### src/rtl/inactivity_timer.sv
// Idle-cycle counter: pulses expired when TIMEOUT_CYC running cycles pass without a reload.
module inactivity_timer #(
  parameter int unsigned TIMEOUT_CYC = 250_000_000
) (
  input  logic clk,
  input  logic reset,
  input  logic run,
  input  logic reload,
  output logic expired
);

  localparam int unsigned CntW = (TIMEOUT_CYC > 1) ? $clog2(TIMEOUT_CYC) : 1;
  localparam logic [CntW-1:0] LastCnt = CntW'(TIMEOUT_CYC - 1);

  logic [CntW-1:0] cnt_q, cnt_d;

  // A reload in the same cycle means there was activity, so no expiry.
  assign expired = run && !reload && (cnt_q == LastCnt);

  always_comb begin
    cnt_d = cnt_q;
    if (reload || expired) begin
      cnt_d = '0;
    end else if (run) begin
      cnt_d = cnt_q + CntW'(1);
    end
  end

  always_ff @(posedge clk or negedge reset) begin
    if (!reset) begin
      cnt_q <= '0;
    end else begin
      cnt_q <= cnt_d;
    end
  end

endmodule

### config.mk
export PLATFORM = sky130hd
export DESIGN_NAME = inactivity_timer
export DESIGN_NICKNAME = d
export VERILOG_FILES = /design/src/rtl/inactivity_timer.sv
export SDC_FILE = /design/constraint.sdc
export NUM_CORES = 1
export LEC_CHECK = 0
export CAP_MARGIN = 20
export CELL_PAD_IN_SITES_DETAIL_PLACEMENT = 1
export CELL_PAD_IN_SITES_GLOBAL_PLACEMENT = 1
export CORE_ASPECT_RATIO = 1.1
export CORE_UTILIZATION = 47
export CTS_CLUSTER_DIAMETER = 50
export DETAILED_ROUTE_END_ITERATION = 8
export PLACE_DENSITY_LB_ADDON = 0.1
export SYNTH_ARGS = -nofsm -noshare
export SYNTH_HDL_FRONTEND = slang
export SYNTH_SLANG_ARGS = --single-unit
### constraint.sdc
create_clock -name clk -period 2.1 [get_ports clk]
set_input_delay 0.42 -clock clk [delete_from_list [all_inputs] [get_ports clk]]
set_output_delay 0.42 -clock clk [all_outputs]
set_load 0.03 [all_outputs]
==> run metrics <==
min Tclk post-route 2.111 ns; Multi-input gate area 969.7 µm²; Syn Area/Cell 9.634 µm²; gr usage total 30.25%; synthesized area 1667 µm²; violated checks setup timing; max reg flops 28; final cell utilization of the core 62.22%; Final Skew 0.003172 ns; Via Count 1632; insertion delay to the later sink of the worst-skew pair 0.33 ns; gr ovfl total 0; Adder-Cell Fraction of Synth Area 0.7508%; Power per Cell Area 405.0 nW/µm²; Max Clk Rate 0.4738 GHz; area leader, netlist dfrtp_1; DRT Wirelength 5380 µm; r2r setup slk 0.08 ns; Tightest Pin Transition 0.3726 ns; die height 64.46 µm; Die W 58.78 µm; CTS Root Cell clkbuf_4; H-tree depth 1; RR Startpoint cnt_q[10]; simple-gate area share of the yosys netlist 33.71%; synth top area cells dfrtp_1, nand4_1, xor2_1, o31ai_1, a21oi_1; largest net degree at the start of global routing 29; TritonRoute pass-1 iters 4; largest family of logic cells by synthesized area simple AND/OR/NAND/NOR gates; Hold Vio Cnt, Final 0; Clk pin slew, worst setup/hold paths 0.15 ns; Placeable Area 3358 µm²; relative slew slack 75.16%; first-pass GRT wire length 8507 µm; most frequently used cell type in the post-synthesis netlist dfrtp_1; unrepaired setup endpoints after global routing yes; Area Overhead vs Synth 25.38%; final critical-path share of the clock period 100.5%; Crit path arrival time 1.69 ns; Compound-Gate Fraction of Synth Area 12.31%; WL per Instance 21.02 µm; Residual DRC 0; Max VDD drop 0.2625 mV; fill cell count 392; clock sinks 28; die area 3788 µm²; Async S/R FF share, synth 100.0%; Seq cells post-synth 28; YS warnings 0; xor-xnor portion of the synthesized cell area 6.306%; critical path class flop to output pin; Setup-failing EPs final 1; starting DRC count in detailed routing 61; Post-Syn Instances 173; final-report max-slew violation count 0; Crit Path Max Fanout 4; Top reg by flops cnt_q; TritonCTS clock tree built; top cell type's share of synthesized area 42.04%; Worst Slack Setup Final -0.01060 ns; nets 215; outcome finished with violations; storage element area 705.7 µm²; Leak 0.0008599 µW; HPWL after DPL 3671 µm; antenna viol nets, final 0; Main synth FF type dfrtp_1; initial antenna violation count 0; Max Cap Violations 0; FF-to-FF path depth 7; startpoint types flop; Site Rows 22; CTS Hold Bufs 0; Setup crit end kind output pin; mux cell area share after synthesis 0.6006%; Buffers on Ports 4; Place WS -0.2414 ns; Post-synth EDFFs 0; vias in the first global route 1752; endpoint required time on the critical path 1.68 ns; Placer Congestion 0.9021; via-per-instance ratio 6.375; part of the Yosys area used for sequential elements 42.04%; r2r endpoint cnt_q[21]; share of post-route cells with drive strength above 1 30.77%; Final Hold Slack 0.4646 ns; library cells used by synthesis 37; Synth top cells by count dfrtp_1, nand4_1, nor2_1; biggest regs cnt_q (28); antenna cell count 0; Hold WC Path Type primary input to async pin; Post-Syn Nets 178; I/O pin count 5; number of CTS-inserted buffers 3; CTS max path bufs 2; Initial Util 49.63%
## kinds of logic (layout without fill, tap and decap cells)
kind of cell               count (synthesis)  after routing
buffers and inverters                     12             47
and+or+nand+nor                           89             89
DFF                                       28             28
muxes                                      1              1
xor gates and xnor gates                  12             12
adders and majority gates                  1              1
AOI/OAI and AO/OA                         30             30
## stage by stage
step | setup TNS (ns) | std cells | cell area [µm²] | power, µW
floorplan | 0 | 173 | 1682 | 582.7
global placement | -2.580 | 244 | 1933 | 607.3
detailed placement | -4.200 | 244 | 1933 | 611.4
CTS | -0.01308 | 255 | 2048 | 841.8
global route | -0.07043 | 256 | 2090 | 876.2
finish | -0.01060 | 256 | 2090 | 846.3
## area by class of cell
cell class	instances	share of cell area [%]
multi-input combinational	133	46.41
sequential	28	33.77
timing repair buffer	42	15.51
tap	48	2.874
clock buffer	3	1.078
inverter	2	0.3593
## critical path, cell delays in order, from the launching register on
cell and delay (ns):
dfrtp_1 0.42, nand4_1 0.20, or2_4 0.35, nor4_4 0.22
buf_6 0.16
## what timing repair did
item / in CTS / in global routing
setup endpoints to repair: 1 / 3
buffers inserted: 8 / 1
pin swaps: 4 / 0
resized for setup: 10 / 8
## metal layers
metal / track usage [%] / up-vias / routed length [µm]
met4: 14.58 / 0 / 141
met5: 0 / - / 0
met3: 3.194 / 16 / 250
met1: 36.21 / 820 / 2110
met2: 53.13 / 61 / 2878
li1: - / 735 / -
## cells in the final DEF, fill, tap and decap left out, types with 2 or more instances in the layout
cell type,instances
and4_1,4
nor4_1,3
nand2_1,11
and3_1,2
xor2_1,9
nor2_1,16
dfrtp_2,4
xnor2_1,3
or4_4,2
or4_1,8
dlygate4sd2_1,2
nand4_1,16
and4_2,3
and2_1,2
o21ai_0,4
dfrtp_1,24
clkbuf_4,3
a21oi_1,13
buf_4,38
o31ai_1,10
inv_1,2
nand3_1,5
nor4b_4,2
or3_1,4
## power by group
| group | leakage, µW | switching [µW] | internal [µW] |
|---|---|---|---|
| registers | 0.000383 | 5.13 | 544 |
| clock network | 0.0000138 | 163 | 67.6 |
| logic | 0.000463 | 40.0 | 27.1 |
## worst max-delay path by stage
stage,endpoint,start,slack (ns)
global route,expired,cnt_q[1],-0.06
detailed placement,cnt_q[25],run,-0.24
finish,expired,cnt_q[6],-0.01
global placement,cnt_q[23],run,-0.22
floorplan,expired,reload,0.1
CTS,expired,cnt_q[24],-0.01
Power figures use the tool's default switching activity.
